**src/rtl/rst_seq_pkg.sv**
```systemverilog
// Shared types and constants for the Sonata reset sequencer.
package rst_seq_pkg;

  typedef enum logic [2:0] {
    StWaitLock,
    StFilter,
    StRelease,
    StRun,
    StHold
  } rst_seq_state_e;

  localparam int unsigned LockLossCntW = 8;
  localparam int unsigned MaxDomains   = 16;

  function automatic int unsigned max3(int unsigned a, int unsigned b, int unsigned c);
    int unsigned m;
    m = (a > b) ? a : b;
    return (m > c) ? m : c;
  endfunction

endpackage

```
**src/rtl/prim_flop_2sync.sv**
```systemverilog
// Two-flop synchroniser for bringing asynchronous levels into the clk_i domain.
module prim_flop_2sync #(
  parameter int unsigned     Width      = 1,
  parameter logic [Width-1:0] ResetValue = '0
) (
  input  logic             clk_i,
  input  logic             rst_ni,
  input  logic [Width-1:0] d_i,
  output logic [Width-1:0] q_o
);

  logic [Width-1:0] meta_q;
  logic [Width-1:0] sync_q;

  always_ff @(posedge clk_i or negedge rst_ni) begin
    if (!rst_ni) begin
      meta_q <= ResetValue;
      sync_q <= ResetValue;
    end else begin
      meta_q <= d_i;
      sync_q <= meta_q;
    end
  end

  assign q_o = sync_q;

endmodule

```
**src/rtl/rst_seq_sonata.sv**
```systemverilog
// Reset sequencer: qualifies PLL lock and releases per-domain resets in staggered order.
// Optional saturating lock-loss counter enabled by RST_SEQ_LOCK_LOSS_CNT_EN.
module rst_seq_sonata
  import rst_seq_pkg::*;
#(
  parameter int unsigned NumDomains       = 4,
  parameter int unsigned LockFilterCycles = 1024,
  parameter int unsigned StageGapCycles   = 16,
  parameter int unsigned SwRstHoldCycles  = 32
) (
  input  logic                    clk_i,
  input  logic                    rst_ni,
  input  logic                    pll_locked_i,
  input  logic                    sw_rst_req_i,
  output logic [NumDomains-1:0]   rst_n_o,
`ifdef RST_SEQ_LOCK_LOSS_CNT_EN
  output logic [LockLossCntW-1:0] lock_loss_cnt_o,
`endif
  output logic                    seq_done_o
);

  localparam int unsigned MaxCycles = max3(LockFilterCycles, StageGapCycles, SwRstHoldCycles);
  localparam int unsigned CntW      = (MaxCycles > 1) ? $clog2(MaxCycles) : 1;
  localparam int unsigned IdxW      = (NumDomains > 1) ? $clog2(NumDomains) : 1;

  localparam logic [CntW-1:0] FilterLast = CntW'(LockFilterCycles - 1);
  localparam logic [CntW-1:0] GapLast    = CntW'(StageGapCycles - 1);
  localparam logic [CntW-1:0] HoldLast   = CntW'(SwRstHoldCycles - 1);
  localparam logic [IdxW-1:0] IdxLast    = IdxW'(NumDomains - 1);

  if (NumDomains == 0 || NumDomains > MaxDomains) begin : gen_bad_num_domains
    $error("NumDomains must be in 1..%0d", MaxDomains);
  end
  if (LockFilterCycles == 0) begin : gen_bad_lock_filter
    $error("LockFilterCycles must be >= 1");
  end
  if (StageGapCycles == 0) begin : gen_bad_stage_gap
    $error("StageGapCycles must be >= 1");
  end
  if (SwRstHoldCycles == 0) begin : gen_bad_sw_hold
    $error("SwRstHoldCycles must be >= 1");
  end

  logic locked_q;

  prim_flop_2sync #(
    .Width      (1),
    .ResetValue (1'b0)
  ) u_lock_sync (
    .clk_i  (clk_i),
    .rst_ni (rst_ni),
    .d_i    (pll_locked_i),
    .q_o    (locked_q)
  );

  rst_seq_state_e        state_q, state_d;
  logic [CntW-1:0]       cnt_q, cnt_d;
  logic [CntW-1:0]       gap_q, gap_d;
  logic [IdxW-1:0]       idx_q, idx_d;
  logic [NumDomains-1:0] rst_n_q, rst_n_d;
  logic                  go_wait;
`ifdef RST_SEQ_LOCK_LOSS_CNT_EN
  logic [LockLossCntW-1:0] llc_q, llc_d;
`endif

  always_comb begin
    state_d = state_q;
    cnt_d   = cnt_q;
    gap_d   = gap_q;
    idx_d   = idx_q;
    rst_n_d = rst_n_q;
    go_wait = 1'b0;
`ifdef RST_SEQ_LOCK_LOSS_CNT_EN
    llc_d   = llc_q;
`endif

    unique case (state_q)
      StWaitLock: begin
        rst_n_d = '0;
        cnt_d   = '0;
        if (locked_q) state_d = StFilter;
      end
      StFilter: begin
        if (!locked_q) begin
          state_d = StWaitLock;
          cnt_d   = '0;
        end else if (cnt_q == FilterLast) begin
          state_d = StRelease;
          cnt_d   = '0;
          gap_d   = '0;
          idx_d   = '0;
        end else begin
          cnt_d = cnt_q + CntW'(1);
        end
      end
      StRelease: begin
        if (!locked_q) begin
          go_wait = 1'b1;
        end else if (sw_rst_req_i) begin
          state_d = StHold;
          rst_n_d = '0;
          cnt_d   = '0;
        end else if (gap_q == GapLast) begin
          for (int unsigned i = 0; i < NumDomains; i++) begin
            if (idx_q == IdxW'(i)) rst_n_d[i] = 1'b1;
          end
          gap_d = '0;
          idx_d = idx_q + IdxW'(1);
          if (idx_q == IdxLast) state_d = StRun;
        end else begin
          gap_d = gap_q + CntW'(1);
        end
      end
      StRun: begin
        if (!locked_q) begin
          go_wait = 1'b1;
        end else if (sw_rst_req_i) begin
          state_d = StHold;
          rst_n_d = '0;
          cnt_d   = '0;
        end
      end
      StHold: begin
        // sw_rst_req_i is deliberately not looked at here: a request mid-hold is dropped.
        if (!locked_q) begin
          go_wait = 1'b1;
        end else if (cnt_q == HoldLast) begin
          state_d = StRelease;
          cnt_d   = '0;
          gap_d   = '0;
          idx_d   = '0;
        end else begin
          cnt_d = cnt_q + CntW'(1);
        end
      end
      default: begin
        state_d = StWaitLock;
        rst_n_d = '0;
      end
    endcase

    if (go_wait) begin
      state_d = StWaitLock;
      rst_n_d = '0;
      cnt_d   = '0;
`ifdef RST_SEQ_LOCK_LOSS_CNT_EN
      if (llc_q != '1) llc_d = llc_q + LockLossCntW'(1);
`endif
    end
  end

  always_ff @(posedge clk_i or negedge rst_ni) begin
    if (!rst_ni) begin
      state_q <= StWaitLock;
      cnt_q   <= '0;
      gap_q   <= '0;
      idx_q   <= '0;
      rst_n_q <= '0;
`ifdef RST_SEQ_LOCK_LOSS_CNT_EN
      llc_q   <= '0;
`endif
    end else begin
      state_q <= state_d;
      cnt_q   <= cnt_d;
      gap_q   <= gap_d;
      idx_q   <= idx_d;
      rst_n_q <= rst_n_d;
`ifdef RST_SEQ_LOCK_LOSS_CNT_EN
      llc_q   <= llc_d;
`endif
    end
  end

  assign rst_n_o    = rst_n_q;
  assign seq_done_o = (state_q == StRun);
`ifdef RST_SEQ_LOCK_LOSS_CNT_EN
  assign lock_loss_cnt_o = llc_q;
`endif

endmodule

```
**config.mk**
```make
export PLATFORM = sky130hd
export DESIGN_NAME = rst_seq_sonata
export DESIGN_NICKNAME = d
export VERILOG_FILES = /design/src/rtl/rst_seq_pkg.sv /design/src/rtl/prim_flop_2sync.sv /design/src/rtl/rst_seq_sonata.sv
export SDC_FILE = /design/constraint.sdc
export NUM_CORES = 1
export LEC_CHECK = 0
export CAP_MARGIN = 20
export CORE_ASPECT_RATIO = 0.5
export CORE_MARGIN = 2
export CORE_UTILIZATION = 30
export CTS_CLUSTER_SIZE = 25
export DETAILED_ROUTE_END_ITERATION = 12
export MAX_ROUTING_LAYER = met4
export SYNTH_ARGS = -nofsm -noshare
export SYNTH_HDL_FRONTEND = slang
export SYNTH_SLANG_ARGS = --single-unit
```
**constraint.sdc**
```tcl
create_clock -name clk_i -period 2.4 [get_ports clk_i]
set_input_delay 0.24 -clock clk_i [delete_from_list [all_inputs] [get_ports clk_i]]
set_output_delay 0.24 -clock clk_i [all_outputs]
set_load 0.02 [all_outputs]
```
== Word-level counts from Yosys, hierarchy flattened ==
Cells that the tools add are included.
Operators by class
  equality and inequality tests: 32
  reduce and logical (&&, ||, !) cells: 15
  mux-type cells: 50
  $add $sub $neg: 3
Operators with widths (number)
  2-to-1 mux 10 bit: 14
  one-hot mux 10 bit (4 select lines): 1
  2-to-1 mux 3 bit: 12
  one-hot mux 10 bit (3 select lines): 1
  2-to-1 mux 4 bit: 6
  inequality test 4 bit (second input constant): 6
  AND reduction 6 bit: 4
  adder 10 x 1 -> 10 bit (second input constant): 2
  one-hot mux 3 bit (5 select lines): 1
  2-to-1 mux 2 bit: 7
  inequality test 3 x 2 -> 1 bit (second input constant): 4
  one-hot mux 4 bit (3 select lines): 1
  == test 10 bit (second input constant): 1
  == test 10 x 4 -> 1 bit (second input constant): 1
  == test 10 x 5 -> 1 bit (second input constant): 1
  inequality test 3 x 1 -> 1 bit (second input constant): 3
  AND reduction 9 bit: 1
  inequality test 2 x 1 -> 1 bit (second input constant): 4
  inequality test 2 bit (second input constant): 4
  AND reduction 8 bit: 1
  AND reduction 7 bit: 1
  == test 3 x 2 -> 1 bit (second input constant): 2
  2-to-1 mux 1 bit: 6
  one-hot mux 2 bit (3 select lines): 1
  other kinds (13): 15
Storage, ports and cells
  output and inout port bits: 5
  bits of input ports: 4
  bits in registers: 31

== Logic depth before layout (Yosys ltp) ==
  word-level depth: 7
  gate-level depth with buffers: 7

== By module ==
Synthesis repeated with hierarchy kept, for this count alone.
Second synthesis, totals
  cells, all modules: 201
  area, all modules: 1747.9 um2
By module, submodules not included
  rst_seq_sonata: instances 1, cells an instance 199, area an instance 1697.9 um2
  prim_flop_2sync: instances 1, cells an instance 2, area an instance 50.0 um2

== Least setup slack after synthesis ==
No wires, ideal clock.
  path type: register to register
  from: register gap_q[6]
  to: register state_q[0]
  slack: 0.484 ns
  data arrival time: 1.840 ns
  library setup time: 0.076 ns
  cell stages (with the launch flop): 6
  path buffers: 0
  cells stage by stage: dfrtp_1 > or4_4 > nor4_4 > o32ai_2 > or3_1 > o21ai_1
On the way
  cells in the longest elaborated chain, start to end: 3
Ends and longest elaborated chain
  start, declared: line rst_seq_sonata.sv:58  | logic [CntW-1:0] gap_q, gap_d;
  start signal, assigned: line rst_seq_sonata.sv:165  | gap_q <= gap_d;
  == test 10 x 4 -> 1 bit: line rst_seq_sonata.sv:103  | end else if (gap_q == GapLast) begin
  inequality test 4 bit (no source line)
  AND reduction 9 bit (no source line)
  end signal, assigned: line rst_seq_sonata.sv:154  | state_q <= StWaitLock;
  end signal, assigned: line rst_seq_sonata.sv:163  | state_q <= state_d;
  end, declared: line rst_seq_sonata.sv:56  | rst_seq_state_e state_q, state_d;
No other way between the ends.
A chain may end at the register's enable or synchronous reset.

== Final worst setup path ==
  from: register cnt_q[6]
  to: register idx_q[1]
On the way
  cells in the longest elaborated chain, start to end: 3
Ends and longest elaborated chain
  start, declared: line rst_seq_sonata.sv:57  | logic [CntW-1:0] cnt_q, cnt_d;
  start signal, assigned: line rst_seq_sonata.sv:164  | cnt_q <= cnt_d;
  == test 10 x 5 -> 1 bit / == test 10 bit (equally long branches): line rst_seq_sonata.sv:127, rst_seq_sonata.sv:87
  inequality test 2 bit (no source line)
  AND reduction 8 bit (no source line) *
  end signal, assigned: line rst_seq_sonata.sv:166  | idx_q <= idx_d;
  end, declared: line rst_seq_sonata.sv:59  | logic [IdxW-1:0] idx_q, idx_d;
Mark *: on every way between the ends. The rest lies on a longest branch, timed or not.

==> results_dict.tcl <==
set metrics [dict create \
    synth_area_per_cell_um2 9.336 \
    fin_area_um2 2143 \
    cts_tree "yes" \
    final_cell_mix "dfrtp_1 (31), nor2_1 (18), o21ai_0 (17)" \
    grt_max_degree 32 \
    hpwl_mm 2.660 \
    cts.path.max_buffers 2 \
    cts_hold_buf 0 \
    critPathMaxFanout 12 \
    min_period_ns 2.125 \
    final_cells 284 \
    min_period_over_period_pct 88.53 \
    synth.cell_area_um2 1820 \
    critPathLaunchType "flop" \
    fin_nets 220 \
    synth_fp_nets 205 \
    drv_slew 0 \
    grt_pass1_wl_mm 6.734 \
    ys.flop_type "dfrtp_1" \
    dieHeight_um 59.09 \
    synth-seq-area-share_pct 42.61 \
    critPathRequiredTime_ns 2.59 \
    setup_viol 0 \
    pwr-share-seq_pct 35.2 \
    cts_max_level 2 \
    via_per_inst 5.176 \
    drc 0 \
    multi_input_area_um2 991.0 \
    cp-end-kind "flop" \
    numCtsBuffers 5 \
    rsz0062_at_grt "no" \
    p_int_w 0.001280 \
    drt_iter0_drc 60 \
    dpl_cell_area_um2 2006 \
    finClkSkew_ns 0.003012 \
    cts_setup_buffers 0 \
    drive_above_1_share_pct 10.43 \
    cts_root_buf "clkbuf_16" \
    holdCritPathClass "reg -> reg" \
    antenna_found_initial 0 \
    antenna_cells 0 \
    wl_per_cell_um 13.08 \
    worstReg2RegStart "cnt_q[6]" \
    detail-route-antenna-nets 0 \
    yosysWarnings 0 \
    rrSetupSlack_ns 0.28 \
    fp.dieW_um 114.2 \
    final_common_cell "dfrtp_1" \
    cp.arrival_ns 2.31 \
    num_vias 1470 \
    initial_utilization_pct 32.18 \
    p_sw_w 0.0006966 \
    setup_tns_ns 0 \
    synth_edf_count 0 \
    drv_cap 0 \
    rows 19 \
    drtPass1Iterations 4 \
    port_buffers 8 \
    path_clk_slew_ns 0.05 \
    grt-ovfl-total 0 \
    cts_resized 0 \
    drt_wl_total_mm 3.714 \
    p_per_area_nw_per_um2 922.4 \
    ys_ff_latch 31 \
    ir_drop_mv 0.2798 \
    nFillCells 575 \
    p_comb_share_pct 35.1 \
    worst_slack_ns 0.2752 \
    worst_slew_pin_slew_ns 0.4997 \
    switching_share_pct 35.23 \
    clock_latency_ns 0.27 \
    fmax_ghz 0.4706 \
    place_ws_ns 0.2931 \
    dp_cells 276 \
    hold-worst-slack_ns 0.3503 \
    hold_violations 0 \
    cts.sinks 31 \
    status "complete, no violations" \
    coreArea_um2 5658 \
    power.leakage_nw 0.9084 \
    globalplace.congestion 0.7596 \
    dieArea_um2 6745 \
    worstSetupPathType "reg -> reg" \
    seqCellArea_um2 775.7 \
    track_usage_pct 12.97 \
    syn_inst 195 \
    crit_start "cnt_q[6]" \
    io_pins 9 \
    clkPwrFrac_pct 29.7 \
    maxSlewHeadroom_pct 66.69 \
    syn_to_final_growth_pct 17.73 \
    async_reset_ff_share_pct 100.0 \
    hold_path.startpoint "u_lock_sync.meta_q" \
    grt_pass1_vias 1494 \
    synth_cell_types 46 \
]
## cell usage after synthesis (2+ instances only)
cell,n,area (µm²)
nor2_1,18,67.56
nor2b_1,7,43.79
buf_2,4,20.02
a21oi_1,15,75.07
o21ai_0,17,85.08
nand4b_1,2,17.52
inv_1,8,30.03
nand2_1,13,48.80
a21o_1,2,15.01
dfrtp_1,31,775.7
nor3_1,3,15.01
nand4_1,5,31.28
o21a_1,2,15.01
mux2i_1,2,20.02
and3_1,5,31.28
o31ai_1,5,37.54
a22o_1,5,43.79
or4_4,2,22.52
ha_1,6,75.07
a31oi_1,5,31.28
nor3b_1,2,15.01
nand2b_1,3,18.77
nand3_1,6,30.03
or3_1,4,25.02
xnor2_1,2,17.52
## layer usage
metal  share of wire [%]  up-vias  track usage, %
met4                 1.0        0           4.007
met3                 3.0        4           3.476
met2                  46       18           22.11
met5                   0        -               -
met1                  49      698           15.32
li1                    -      750               -
## power groups by stage
stage | sequential [W] | clock (W) | combinational [W]
after detailed placement | 0.000701 | 0 | 0.000696
after CTS | 0.000694 | 0.000602 | 0.000701
final | 0.000696 | 0.000587 | 0.000694
after floorplan | 0.000665 | 0 | 0.000534
after global routing | 0.000715 | 0.000628 | 0.000788
after global placement | 0.000698 | 0 | 0.000686
## flip-flops by register name, summed over array words and instances (netlist names)
name                cells
idx_q                   2
u_lock_sync.meta_q      1
rst_n_o                 4
u_lock_sync.q_o         1
cnt_q                  10
gap_q                  10
state_q                 3
## logic make-up (layout without fill, tap and decap cells)
logic type | Yosys count | in the layout | share of synthesized area [%]
mux | 2 | 2 | 1.100
flops | 31 | 31 | 42.61
xor+xnor | 2 | 2 | 0.9624
compound gates | 64 | 64 | 23.99
fa+ha+maj | 6 | 6 | 4.124
simple gates | 77 | 77 | 24.26
buf+inv | 13 | 29 | 2.955
## final timing paths
path	end	cells after the start
max	idx_q[1]	6
min	u_lock_sync.q_o	0
max reg2reg	idx_q[1]	6
min reg2reg	u_lock_sync.q_o	0
max in group asynchronous	gap_q[2]	2
min in group asynchronous	cnt_q[0]	2
## final cells by class
type | count | share of cell area (%)
Multi-Input combinational cell | 151 | 46.23
Sequential cell | 31 | 36.19
Clock buffer | 7 | 6.188
Timing Repair Buffer | 13 | 5.487
Tap cell | 73 | 4.262
Inverter | 8 | 1.401
Clock inverter | 1 | 0.2335
## metrics by stage
stage	utilization [%]	total power (W)
after floorplan	-	0.001198
after global placement	35.45	0.001384
after detailed placement	35.45	0.001397
after CTS	37.88	0.001997
after global routing	37.88	0.002130
final	37.88	0.001977
## critical path, stage by stage, from the launching register on
cell and delay [ns]:
dfrtp_1 0.42, or4_4 0.57, o31ai_1 0.28, o211ai_1 0.13, buf_4 0.20, nor2b_1 0.22, mux2i_1 0.23
(Power assumes the default switching activity.)
